--- src/rtl/serial_pkg.sv ---
// serial_pkg: shared FSM encodings and width helper for the serial-path blocks.
//   ST_IDLE / ST_SHIFT : transmitter state encodings
//   bit_idx_w(width)   : width of a counter that indexes 0..width-1
package serial_pkg;

   localparam logic [0:0] ST_IDLE  = 1'b0;
   localparam logic [0:0] ST_SHIFT = 1'b1;

   function automatic int bit_idx_w(input int width);
      return (width < 2) ? 1 : $clog2(width);
   endfunction

endpackage

--- src/rtl/serial_word_tx.sv ---
// serial_word_tx: parallel-to-serial word transmitter feeding a serial detector.
//   clk, rst        : clock, synchronous active-high reset
//   din, din_valid  : parallel word and its valid flag
//   din_ready       : word can be accepted this cycle (combinational)
//   w               : registered serial bit stream
//   busy, done      : frame bit on w / last frame bit on w (registered)
module serial_word_tx
   import serial_pkg::*;
#(
   parameter int   WIDTH     = 8,
   parameter bit   MSB_FIRST = 1'b1,
   parameter logic IDLE_BIT  = 1'b0
) (
   input  logic             clk,
   input  logic             rst,
   input  logic [WIDTH-1:0] din,
   input  logic             din_valid,
   output logic             din_ready,
   output logic             w,
   output logic             busy,
   output logic             done
);

   localparam int             CW   = bit_idx_w(WIDTH);
   localparam logic [CW-1:0]  LAST = CW'(WIDTH - 1);

   logic [0:0]       state_q, state_d;
   logic [CW-1:0]    cnt_q, cnt_d;
   logic [WIDTH-1:0] sh_q, sh_d;
   logic             w_q, w_d;
   logic             busy_q, done_q;
   logic             last, accept;
   logic             first_bit, next_bit;
   logic [WIDTH-1:0] sh_load, sh_next;

   // The shift register holds only the bits not yet driven on w, so the
   // outgoing bit always sits at the same end of the register.
   if (MSB_FIRST) begin : g_msb
      assign first_bit = din[WIDTH-1];
      assign sh_load   = {din[WIDTH-2:0], 1'b0};
      assign next_bit  = sh_q[WIDTH-1];
      assign sh_next   = {sh_q[WIDTH-2:0], 1'b0};
   end else begin : g_lsb
      assign first_bit = din[0];
      assign sh_load   = {1'b0, din[WIDTH-1:1]};
      assign next_bit  = sh_q[0];
      assign sh_next   = {1'b0, sh_q[WIDTH-1:1]};
   end

   assign last      = cnt_q == LAST;
   assign din_ready = !rst && (state_q == ST_IDLE || last);
   assign accept    = din_valid && din_ready;

   // An accepted word always restarts the frame, whether from IDLE or from
   // the last bit of the previous frame, so words stream with no gap bit.
   always_comb begin
      state_d = state_q;
      cnt_d   = cnt_q;
      sh_d    = sh_q;
      w_d     = w_q;
      if (accept) begin
         state_d = ST_SHIFT;
         cnt_d   = '0;
         sh_d    = sh_load;
         w_d     = first_bit;
      end else if (state_q == ST_SHIFT && !last) begin
         cnt_d = cnt_q + CW'(1);
         sh_d  = sh_next;
         w_d   = next_bit;
      end else begin
         state_d = ST_IDLE;
         cnt_d   = '0;
         w_d     = IDLE_BIT;
      end
   end

   always_ff @(posedge clk) begin
      if (rst) begin
         state_q <= ST_IDLE;
         cnt_q   <= '0;
         sh_q    <= '0;
         w_q     <= IDLE_BIT;
         busy_q  <= 1'b0;
         done_q  <= 1'b0;
      end else begin
         state_q <= state_d;
         cnt_q   <= cnt_d;
         sh_q    <= sh_d;
         w_q     <= w_d;
         busy_q  <= state_d == ST_SHIFT;
         done_q  <= state_d == ST_SHIFT && cnt_d == LAST;
      end
   end

   assign w    = w_q;
   assign busy = busy_q;
   assign done = done_q;

endmodule
--- config.mk ---
export PLATFORM = sky130hd
export DESIGN_NAME = serial_word_tx
export DESIGN_NICKNAME = d
export VERILOG_FILES = /design/src/rtl/serial_pkg.sv /design/src/rtl/serial_word_tx.sv
export SDC_FILE = /design/constraint.sdc
export NUM_CORES = 1
export LEC_CHECK = 0
export ABC_AREA = 1
export BUFFER_PORTS_ARGS = -buffer_cell sky130_fd_sc_hd__buf_2
export CORE_AREA = 4 4 41 43
export CTS_BUF_LIST = sky130_fd_sc_hd__clkbuf_4 sky130_fd_sc_hd__clkbuf_8
export CTS_CLUSTER_SIZE = 8
export DETAILED_ROUTE_END_ITERATION = 6
export DIE_AREA = 0 0 45 47
export PLACE_DENSITY = 0.72
export SETUP_SLACK_MARGIN = 0.2
export SYNTH_ARGS = -nofsm -noshare
export SYNTH_HDL_FRONTEND = slang
export SYNTH_SLANG_ARGS = --single-unit
--- constraint.sdc ---
create_clock -name clk -period 1.3 [get_ports clk]
set_clock_uncertainty 0.1 [all_clocks]
set_input_delay 0.065 -clock clk [delete_from_list [all_inputs] [get_ports clk]]
set_output_delay 0.065 -clock clk [all_outputs]
set_load 0.02 [all_outputs]
Yosys cells after proc, flatten, opt, wreduce, memory -nomap -nowiden
Index checks and enable logic that the tools add are counted.

operators by class
  reduce and logical (&&, ||, !) cells = 8
  add/subtract/negate cells = 1
  $lt $le $gt $ge = 0
  eq/ne operators = 2
  divide/modulo/power cells = 0
  bitwise operators = 1
  multiply operators = 0
  shift-type cells = 0
  multiplexer cells = 8

operators by type and width
  kind                 count
  $mux 8               2
  $eq 3x3->1 const B   2
  $mux 3               2
  $logic_and 1x1->1    4
  $mux 1               4
  $add 3x1->3 const B  1
  $logic_not 1->1      2
  $reduce_bool 2->1    1
  $logic_or 1x1->1     1
  $not 1->1            1

storage, ports and cells
  logic and storage cells = 25
  input port bits = 11
  memory bits (writable) = 0
  output and inout port bits = 4
  memory bits (read-only) = 0
  memories kept = 0
  bits in latches = 0
  bits in registers = 13

Logic depth before layout (Yosys ltp)
Gate-level depths: netlist of the first run.

  depth after elaboration = 7
  gate-level depth with buffers = 9
  depth with buffers taken out = 9

Least setup slack after synthesis of the first run
OpenSTA, ideal clock, no wires.

  kind = register to register
  start point = reg cnt_q[0]
  end point = reg sh_q[1]
  setup slack = -0.052 ns
  cell stages (with the launch flop) = 9
  clock period less this slack = 1.352 ns
  path buffers = 0
  data arrival time = 1.183 ns
  required time = 1.130 ns
  cells stage by stage = dfxtp_1 -> ha_1 -> ha_1 -> inv_1 -> nand2_4 -> inv_4 -> nor2_4 -> nand3_1 -> a21oi_1

on the way
  cells in the longest elaborated chain, start to end = 5
  elaborated cells on any way between the ends = 8
  those cells by class = eq/ne (1); mux (1); reduce/logical (6)

RTL lines
  what                                                line                  text
  from (decl)                                         serial_word_tx.sv:28  logic [CW-1:0] cnt_q, cnt_d;
  from (signal assigned)                              serial_word_tx.sv:87  cnt_q <= cnt_d;
  $eq 3x3->1 *                                        serial_word_tx.sv:50  assign last = cnt_q == LAST;
  $logic_or 1x1->1 *                                  serial_word_tx.sv:51  assign din_ready = !rst && (state_q == ST_IDLE || last);
  $logic_and 1x1->1 *                                 serial_word_tx.sv:51
  via din_ready                                       serial_word_tx.sv:18  output logic din_ready,
  $logic_and 1x1->1 *                                 serial_word_tx.sv:52  assign accept = din_valid && din_ready;
  $mux 8 / $reduce_bool 2->1 (equally long branches)  --
  to (signal assigned)                                serial_word_tx.sv:81  sh_q <= '0;
  to (signal assigned)                                serial_word_tx.sv:88  sh_q <= sh_d;
  to (decl)                                           serial_word_tx.sv:29  logic [WIDTH-1:0] sh_q, sh_d;

Mark *: on every way through the listed nets, which the timed path passes. The rest lies on a longest branch.
A chain may end at the register's enable or synchronous reset.

Worst setup path in the final report of the first run
  start point = reg cnt_q[0]
  end point = out din_ready

on the way
  cells in the longest elaborated chain, start to end = 3

RTL lines
  what               line
  $eq 3x3->1         serial_word_tx.sv:50
  $logic_or 1x1->1   serial_word_tx.sv:51
  $logic_and 1x1->1  serial_word_tx.sv:51
  to (decl)          serial_word_tx.sv:18

No other way between the ends.

==> flow_summary_export.csv, run 1 <==
group,metric,value,unit
die,core_area,1301,um2
worst_setup_path,cp_data_required_time,1.13,ns
worst_setup_path,crit_buf_inv,3,
layout,nFillCells,108,
global_route,grt_max_degree,10,
placed_design,hpwlAfterDp,890.1,um
die,fp.dieW,45,um
logic_synthesis,syn_area_per_cell,7.399,um2
worst_setup_path,path_max_fanout,3,
clocking,root_buffer,"clkbuf_4",
routing,wl_per_cell,12.09,um
worst_setup_path,path_delay_family,"flip-flops",
logic_synthesis,ys_ff_latch,13,
timing,maxSlewHeadroom,0.8079,
power,cellLeakagePower,0.4014,nW
timing,slew_viol_final,0,
logic_synthesis,synth_area,599.3,um2
min_path,min-delay-start,"rst",
worst_setup_path,critPathLaunch,"cnt_q[0]",
flow_run,cap_violations,0,
logic_synthesis,yosys.area_share.simple,0.3653,
routing,drt-pass1-iter-count,4,
worst_setup_path,r2r-start,"cnt_q[0]",
logic_synthesis,synth_adder_area_share,0.04175,
routing,vias_per_cell,4.967,
outcome,violations,"negative hold slack, negative setup slack",
timing,holdWs,-0.04681,ns
timing,max_freq,0.6906,GHz
worst_setup_path,end_kind,"output pin",
die,ios,15,
global_route,grt_overflow,0,
timing,finalCritPeriodShare,1.114,
timing,post-route-min-period,1.448,ns
routing,drc,0,
timing,layout_setup_ws,-0.1480,ns
outcome,status,"finished, violations left",
logic_synthesis,yosys.area.top_type,"dfxtp_1",
layout,stdcell_count,121,
layout,layout-drive-gt1-share,0.4245,
logic_synthesis,synth_fp_nets,94,
global_route,gr-usage-all-layers,0.1538,
clocking,cts_buffers,3,
logic_synthesis,synth_compound_area_frac,0.04384,
logic_synthesis,synth-xor-area-share,0,
clocking,htree_levels,1,
logic_synthesis,muxShareOfSynthArea,0,
timing,rsz0062_at_grt,"true",
routing,drt_wl_total,1463,um
logic_synthesis,yosys-top-cells-area,"dfxtp_1, nor2_1, nand2_1, inv_1, nand4_1",
worst_setup_path,worst-endpoint-arrival,1.28,ns
placed_design,port_buffers,14,
die,core.rowCount,13,
clocking,clock-sinks,13,
die,die-area,2115,um2
logic_synthesis,asyncSetResetFlopFracSynth,0,
placed_design,placed_cells,110,
layout,final_util,0.6817,
logic_synthesis,yosys_most_used_dff,"dfxtp_1",
layout,n_antenna_cell,0,
logic_synthesis,ys_warn_count,0,
die,start_util,0.4606,
clocking,clock_latency,0.27,ns
worst_setup_path,critPathKind,"register to output pin",
clocking,clkTransAtPathRegs,0.08,ns
worst_setup_path,path_common_cell,"ha_4",
worst_setup_path,startpoint_type,"register",
worst_setup_path,worstPathCellList,"ha_4, ha_4, inv_4, nand2_8, inv_6, nor2_4, buf_6",
timing,worst_pin_slew,0.2878,ns
power,power.density,978.4,nW/um2
logic_synthesis,synth_edf_count,0,
worst_setup_path,slowest_delay,0.34,ns
routing,antenna_left,0,
clocking,cts_buffer_depth,2,
clocking,cts_tree,"built",
layout,area_growth,48.02,%
layout,fin_nets,120,
die,die_h,47,um
timing,setup_viol,10,
power,ir_worst_vdd,0.4925,mV
global_route,grt_antenna_before_repair,0,
logic_synthesis,synth_cells,81,
logic_synthesis,synth_top_area_frac,0.4342,
placed_design,gp_congestion,0.7611,
logic_synthesis,synthDistinctLibCells,17,
worst_setup_path,slowest_stage,"dfxtp_2",
logic_synthesis,synth.most_common_cell,"nor2_1",
min_path,hp-class,"primary input to register",
logic_synthesis,yosysSeqAreaShare,0.4342,
global_route,grt_pass1_wl,2263,um
global_route,grt_pass1_vias,557,
routing,num_vias,601,
logic_synthesis,yosys-top-cells-count,"nor2_1, nand2_1, dfxtp_1",
routing,drt_iter0_drc,4,
timing,hold_viol,1,
logic_synthesis,synth_top_family_by_area,"simple AND/OR/NAND/NOR gates",
-- flip-flops by register name (all words and copies together), names as in the netlist --
signal,cells
busy,1
done,1
sh_q,7
cnt_q,3
w,1
-- per-stage QoR --
step	hold slack, ns	instance area (um2)	worst slack (ns)	power (mW)	setup TNS (ns)
after floorplan	0.1139	625.6	-0.01488	0.5120	-0.01488
after global placement	0.2182	708.2	-0.02136	0.5458	-0.02136
after detailed placement	0.2158	708.2	-0.04194	0.5479	-0.1626
after CTS	-0.03184	822.0	-0.1356	0.8497	-1.079
after global routing	-0.04112	887.1	-0.2037	0.9060	-1.810
final	-0.04681	887.1	-0.1480	0.8680	-1.045
-- cell families (layout without fill, tap and decap cells) --
kind of cell,after synthesis,after routing
AO/OA/AOI/OAI,3,3
adder cells (fa/ha/maj),2,2
buffers and inverters,14,39
flip-flops,13,13
AND/OR/NAND/NOR,49,49
-- layer usage --
layer / vias up / global-route usage / part of all wire
met4: 0 / 0.1462 / 0.057
li1: 306 / - / -
met3: 8 / 0.04215 / 0.057
met5: - / 0 / 0
met2: 24 / 0.2373 / 0.50
met1: 263 / 0.1701 / 0.38
-- where the power goes --
part	switching, mW	leakage [nW]	internal [mW]
clock	0.132	0.0184	0.140
combinational	0.0908	0.276	0.0803
sequential	0.0106	0.107	0.415
total	0.233	0.401	0.635
-- placed cells by master, fill, tap and decap left out --
| cell type | instances |
|---|---|
| dfxtp_2 | 3 |
| nand3_2 | 1 |
| inv_4 | 1 |
| nand2_4 | 1 |
| nand4_1 | 6 |
| inv_6 | 1 |
| o21ai_4 | 1 |
| nand2_1 | 14 |
| buf_4 | 3 |
| nor2_1 | 18 |
| nand3_1 | 1 |
| buf_12 | 1 |
| buf_2 | 13 |
| inv_1 | 8 |
| nor2_4 | 1 |
| dfxtp_1 | 10 |
| inv_2 | 2 |
| nor4_1 | 1 |
| nand2_2 | 1 |
| o21ai_2 | 1 |
| buf_6 | 2 |
| nor2_2 | 4 |
| clkbuf_4 | 4 |
| clkbuf_16 | 1 |
| nand2_8 | 1 |
| a21oi_2 | 1 |
| ha_4 | 2 |
| dlygate4sd3_1 | 3 |
-- what timing repair did --
| action | in CTS | in global routing |
|---|---|---|
| pin swaps | 4 | 9 |
| hold buffers | 2 | 1 |
| buffers inserted | 3 | 0 |
| endpoints found under the hold margin | 6 | 3 |
| endpoints found under the setup margin | 13 | 15 |
| cloned | 0 | 1 |
| gates resized for setup | 9 | 10 |
-- cell type report --
cell class | instances | area (um2) | area share
multi-input cells | 54 | 336.6 | 0.3794
inverters | 12 | 52.55 | 0.05924
flip-flops and latches | 13 | 264.0 | 0.2976
clock buffers | 4 | 30.03 | 0.03385
repair buffers | 23 | 185.2 | 0.2087
well taps | 15 | 18.77 | 0.02116
-- path summary, 6_finish.rpt --
check | cells past startpoint | endpoint | slack [ns]
worst max-delay path | 7 | din_ready | -0.15
worst min-delay path | 2 | done | -0.05
worst min register to register | 2 | sh_q[1] | 0.36
worst max register to register | 9 | sh_q[5] | -0.13
No activity file was read; power rests on OpenSTA's default activity.
==> inputs of run 2 (changes only) <==
ABC_AREA = 0   (was 1)
PLACE_DENSITY = 0.71   (was 0.72)
==> run 2 against run 1 <==
The run ends with negative setup slack left; total power increased by 2.6%; register-to-register slack is essentially flat; largest power group unchanged; sequential power increased by 4%; combinational power increased by 5%.
==> flow_summary_export.csv, run 2 <==
group,metric,value,unit
clocking,cts_buffers,3,
routing,num_vias,466,
logic_synthesis,synth_top_area_frac,0.4407,
logic_synthesis,syn_area_per_cell,11.58,um2
logic_synthesis,synth_area,590.6,um2
die,die_h,47,um
layout,largest_register_ffs,7,
worst_setup_path,r2r-end,"sh_q[2]",
routing,drc,0,
timing,holdWs,0.05158,ns
outcome,violations,"negative setup slack",
clocking,clkTransAtPathRegs,0.08,ns
worst_setup_path,reg2reg_depth,6,
worst_setup_path,worst-endpoint-arrival,1.32,ns
layout,n_antenna_cell,0,
logic_synthesis,asyncSetResetFlopFracSynth,0,
logic_synthesis,synth_edf_count,0,
worst_setup_path,path_max_fanout,2,
timing,max_freq,0.6750,GHz
timing,layout_setup_ws,-0.1814,ns
clocking,htree_levels,1,
global_route,grt_pass1_wl,2104,um
outcome,status,"finished, violations left",
power,power.density,1019,nW/um2
die,core.rowCount,13,
layout,fin_nets,94,
timing,slew_viol_final,0,
timing,post-route-min-period,1.481,ns
worst_setup_path,r2r-start,"cnt_q[0]",
global_route,gr-usage-all-layers,0.1515,
worst_setup_path,startpoint_type,"register",
die,die-area,2115,um2
worst_setup_path,slowest_delay,0.35,ns
global_route,grt_pass1_vias,486,
logic_synthesis,yosys-top-cells-count,"dfxtp_1, nor2_1, mux2i_1",
worst_setup_path,worstPathCellList,"ha_4, ha_4, and2b_2, nor2_2, buf_6",
timing,worst_pin_slew,0.3289,ns
clocking,clock-sinks,13,
min_path,min_to,"busy",
power,ir_worst_vdd,0.5994,mV
worst_setup_path,critPathKind,"register to output pin",
worst_setup_path,crit_buf_inv,1,
logic_synthesis,synth_cells,51,
routing,wl_per_cell,13.80,um
logic_synthesis,synth.most_common_cell,"dfxtp_1",
logic_synthesis,synth_fp_nets,64,
timing,rsz0062_at_grt,"true",
timing,maxSlewHeadroom,0.7807,
worst_setup_path,path_common_cell,"ha_4",
layout,largest_registers,"sh_q (7), cnt_q (3)",
die,fp.dieW,45,um
min_path,hp-class,"primary input to register",
layout,area_growth,48.09,%
logic_synthesis,yosysSeqAreaShare,0.4407,
logic_synthesis,ys_warn_count,0,
die,start_util,0.4538,
timing,finalCritPeriodShare,1.140,
layout,layout-drive-gt1-share,0.6500,
placed_design,gp_congestion,0.7102,
logic_synthesis,yosys-top-cells-area,"dfxtp_1, a211oi_2, mux2i_1, nor2_1, ha_1",
layout,final_cell_mix,"buf_2, dfxtp_1, buf_6",
layout,nFillCells,108,
routing,drt_wl_total,1311,um
layout,layout_commonest_cell,"buf_2",
clocking,cts_tree,"built",
routing,vias_per_cell,4.905,
worst_setup_path,ff2ff_setup_slack,-0.14,ns
min_path,hold_depth,2,
die,core_area,1301,um2
power,cellLeakagePower,0.3868,nW
min_path,min-delay-start,"rst",
clocking,root_buffer,"clkbuf_4",
global_route,grt_max_degree,14,
worst_setup_path,end_kind,"output pin",
routing,antenna_left,0,
timing,setup_viol,13,
placed_design,port_buffers,14,
placed_design,hpwlAfterDp,712.2,um
global_route,grt_overflow,0,
worst_setup_path,slowest_stage,"dfxtp_2",
layout,final_util,0.6721,
timing,hold_viol,0,
flow_run,cap_violations,0,
clocking,cts_buffer_depth,2,
global_route,grt_antenna_before_repair,0,
logic_synthesis,ys_ff_latch,13,
die,ios,15,
logic_synthesis,yosys_most_used_dff,"dfxtp_1",
worst_setup_path,path_delay_family,"flip-flops",
routing,drt-pass1-iter-count,1,
clocking,clock_latency,0.28,ns
logic_synthesis,synthDistinctLibCells,19,
layout,regMostFlops,"sh_q",
worst_setup_path,cp_data_required_time,1.13,ns
placed_design,dp_slack,-0.05323,ns
logic_synthesis,yosys.area.top_type,"dfxtp_1",
routing,drt_iter0_drc,0,
==> run 2: cell types whose count changed after synthesis, sizes merged, moves of 3 or more <==
| cell | before | now |
|---|---|---|
| nand4 | 6 | 0 |
| inv | 12 | 0 |
| mux2i | 0 | 7 |
| nand2 | 17 | 1 |
| buf | 1 | 4 |
| a211oi | 0 | 6 |
| nor2 | 23 | 9 |
==> run 2: routing by layer <==
layer / wire length [um] / global-route usage / vias to the layer above / part of all wire
li1: - / - / 239 / -
met1: 549 / 0.1586 / 212 / 0.42
met2: 664 / 0.2514 / 11 / 0.51
met3: 72 / 0.06897 / 4 / 0.055
met4: 25 / 0.08772 / 0 / 0.019
met5: 0 / 0 / - / 0
==> run 2: power breakdown <==
part	internal, mW	switching [mW]
Combinational	0.0980	0.0820
Sequential	0.423	0.0184
Clock	0.140	0.129
==> run 2: worst register-to-register path, cell delays in order (launching register included) <==
cell and delay [ns]:
dfxtp_2 0.34, ha_4 0.16, ha_4 0.15, buf_4 0.13, nand2b_4 0.19, buf_6 0.15
a211oi_2 0.15
==> run 2: cell families (layout without fill, tap and decap cells) <==
| logic type | after synthesis | count (layout) | share of synthesized area |
|---|---|---|---|
| mux | 7 | 7 | 0.1186 |
| buf+inv | 4 | 32 | 0.07415 |
| flops | 13 | 13 | 0.4407 |
| fa+ha+maj | 2 | 2 | 0.04237 |
| compound gates | 7 | 7 | 0.1356 |
| simple gates | 18 | 19 | 0.1886 |
==> run 2: layout make-up <==
cell class | count | area [um2] | area share
multi-input combinational | 35 | 345.3 | 0.3948
sequential | 13 | 264.0 | 0.3019
timing repair buffer | 28 | 216.5 | 0.2475
clock buffer | 4 | 30.03 | 0.03433
tap | 15 | 18.77 | 0.02146
==> run 2: how the worst max path moves through the flow <==
stage	end	depth (start not counted)	from	slack (ns)
2_1_floorplan	sh_q[7]	7	cnt_q[0]	-0.04
3_3_place_gp	done	5	cnt_q[1]	-0.02
3_5_place_dp	done	5	cnt_q[0]	-0.05
4_1_cts	din_ready	5	cnt_q[1]	-0.19
5_1_grt	din_ready	5	cnt_q[0]	-0.27
6_report	din_ready	5	cnt_q[1]	-0.18
==> run 2: metrics by stage <==
step	setup TNS, ns	cells	area [um2]	power, mW
6_report	-1.566	95	874.6	0.8908
4_1_cts	-1.236	94	854.6	0.8920
3_5_place_dp	-0.09378	77	683.2	0.5676
2_1_floorplan	-0.2355	51	630.6	0.5481
3_3_place_gp	-0.02153	77	683.2	0.5657
5_1_grt	-2.356	95	874.6	0.9485
==> run 2: timing repair <==
action | CTS | global route
hold endpoints to repair | 2 | 0
gates resized for setup | 11 | 4
hold buffers | 2 | 0
gates cloned | 1 | 0
setup buffers | 10 | 1
endpoints found under the setup margin | 14 | 14
pin swaps | 3 | 3
==> inputs of run 3 (changes only) <==
SETUP_SLACK_MARGIN = 0.4   (was 0.2)
==> run 3 against run 2 <==
Largest cell class unchanged; the run still ends with negative setup slack left; sequential cell count unchanged; highest routed layer unchanged; clock power about the same; fmax is essentially flat; total power rose by 2.0%; non-clock buffer count grew 2; largest power group unchanged; worst hold slack gained 0.0092 ns; sequential share of layout area down 0.97 points; final cell count rose by 2.1%; combinational power rose by 10%; critical path depth unchanged; worst setup slack hardly changed; register-to-register slack barely moved.
==> flow_summary_export.csv, run 3 (same netlist as run 2, synthesis figures left out) <==
group,metric,value,unit
global_route,grt_overflow,0,
global_route,gr-usage-all-layers,0.1570,
timing,setup_viol,13,
min_path,min-delay-start,"din_valid",
timing,worst_pin_slew,0.3438,ns
power,netSwitchingFraction,0.2611,
clocking,clock_latency,0.28,ns
timing,rsz0062_at_grt,"true",
placed_design,hpwlAfterDp,712.2,um
layout,ff_latch_area,269.0,um2
power,p_int,0.6715,mW
clocking,clkTransAtPathRegs,0.08,ns
clocking,root_buffer,"clkbuf_4",
routing,num_vias,473,
routing,antenna_left,0,
worst_setup_path,r2r-end,"sh_q[2]",
routing,drc,0,
timing,finalCritPeriodShare,1.140,
min_path,min_to,"w",
clocking,htree_levels,1,
worst_setup_path,cp_data_required_time,1.13,ns
layout,layout_commonest_cell,"buf_6",
layout,fin_nets,96,
worst_setup_path,path_common_cell,"ha_4",
power,p_comb_frac,0.218,
worst_setup_path,r2r-start,"cnt_q[0]",
worst_setup_path,worst-endpoint-arrival,1.32,ns
timing,hold_viol,0,
placed_design,dp_slack,-0.05323,ns
die,die_h,47,um
global_route,grt_pass1_wl,2208,um
layout,multiInputGateArea,352.8,um2
clocking,cts_tree,"built",
power,switchingPower,0.2372,mW
power,design_power_total,0.9087,mW
power,power_frac_seq,0.484,
worst_setup_path,end_kind,"output pin",
worst_setup_path,reg2reg_depth,6,
routing,vias_per_cell,4.876,
timing,post-route-min-period,1.481,ns
worst_setup_path,slowest_stage,"dfxtp_2",
layout,largest_registers,"sh_q (7), cnt_q (3)",
power,clockPowerShare,0.299,
layout,regMostFlops,"sh_q",
routing,drt_iter0_drc,3,
min_path,hold_depth,3,
worst_setup_path,path_delay_family,"flip-flops",
routing,drt-pass1-iter-count,3,
clocking,cts_buffer_depth,2,
layout,largest_register_ffs,7,
die,fp.dieW,45,um
worst_setup_path,path_max_fanout,2,
routing,wl_per_cell,14.34,um
outcome,status,"finished, violations left",
worst_setup_path,critPathKind,"register to output pin",
die,core.rowCount,13,
flow_run,cap_violations,0,
worst_setup_path,slowest_delay,0.34,ns
layout,n_antenna_cell,0,
routing,drt_wl_total,1391,um
timing,max_freq,0.6751,GHz
layout,layout-drive-gt1-share,0.6951,
die,core_area,1301,um2
die,ios,15,
global_route,grt_max_degree,14,
worst_setup_path,worstPathCellList,"ha_4, ha_4, and2b_2, nor2_2, buf_6",
timing,layout_setup_ws,-0.1814,ns
global_route,grt_antenna_before_repair,0,
layout,final_cell_mix,"buf_6, buf_2, dfxtp_1",
global_route,grt_pass1_vias,492,
clocking,clock-sinks,13,
die,start_util,0.4538,
die,die-area,2115,um2
clocking,cts_buffers,3,
worst_setup_path,ff2ff_setup_slack,-0.14,ns
power,cellLeakagePower,0.4021,nW
power,power.density,986.8,nW/um2
layout,nFillCells,98,
placed_design,gp_congestion,0.7102,
power,ir_worst_vdd,0.6055,mV
worst_setup_path,startpoint_type,"register",
layout,area_growth,55.93,%
worst_setup_path,crit_buf_inv,1,
outcome,violations,"negative setup slack",
timing,maxSlewHeadroom,0.7708,
min_path,hp-class,"primary input to register",
timing,slew_viol_final,0,
placed_design,port_buffers,14,
## run 3: cell count changes in the layout (fill, tap and decap cells not counted)
cell and delta:
dfxtp_2 +1, buf_6 +3, buf_4 +2, dfxtp_4 +1, dfxtp_1 -2, buf_2 -3, nor2_1 -1, nor2_4 +1
## run 3: timing repair
item                                    4_1_cts  5_1_grt
cloned                                        1        0
pin swaps                                     3        2
setup buffers                                10        3
hold buffers                                  2        0
endpoints found under the setup margin       17       17
hold endpoints to repair                      2        0
gates resized for setup                      17        9
## run 3: how the worst max path moves through the flow
stage             start        end  slack, ns  depth (start not counted)
2_1_floorplan  cnt_q[0]    sh_q[7]      -0.04                          7
3_3_place_gp   cnt_q[1]       done      -0.02                          5
3_5_place_dp   cnt_q[0]       done      -0.05                          5
4_1_cts        cnt_q[1]  din_ready      -0.19                          5
5_1_grt        cnt_q[0]  din_ready      -0.26                          5
6_report       cnt_q[0]  din_ready      -0.18                          5
## run 3: worst min-delay path: stages
cell     delay [ns]
buf_2          0.20
nand3_2        0.09
a21oi_1        0.05
## run 3: per-stage QoR
stage / area [um2] / hold WS (ns) / setup TNS [ns] / instances / utilization
floorplan: 630.6 / 0.03268 / -0.2355 / 51 / -
global placement: 683.2 / 0.2380 / -0.02153 / 77 / 0.5250
detailed placement: 683.2 / 0.2416 / -0.09378 / 77 / 0.5250
CTS: 872.1 / 0.03835 / -1.233 / 94 / 0.6702
global route: 920.9 / 0.05590 / -2.452 / 97 / 0.7077
finish: 920.9 / 0.06074 / -1.586 / 97 / 0.7077
## run 3: area by class of cell
class                   instances  share of cell area
repair buffers                 30              0.2717
flip-flops and latches         13              0.2921
clock buffers                   4             0.03261
well taps                      15             0.02038
multi-input cells              35              0.3832
## run 3: power groups by stage
stage / combinational, mW / sequential (mW) / clock [mW]
after floorplan: 0.0987 / 0.449 / 0
after global placement: 0.119 / 0.447 / 0
after detailed placement: 0.120 / 0.447 / 0
after CTS: 0.172 / 0.440 / 0.284
after global routing: 0.212 / 0.442 / 0.314
final: 0.198 / 0.439 / 0.271
## run 3: metal layers
layer	global-route usage	up-vias	share of wire	routed length, um
met5	0	-	0	0
met4	0.09357	0	0.019	26
met3	0.06897	4	0.057	79
met2	0.2542	12	0.52	719
met1	0.1701	214	0.41	566
li1	-	243	-	-
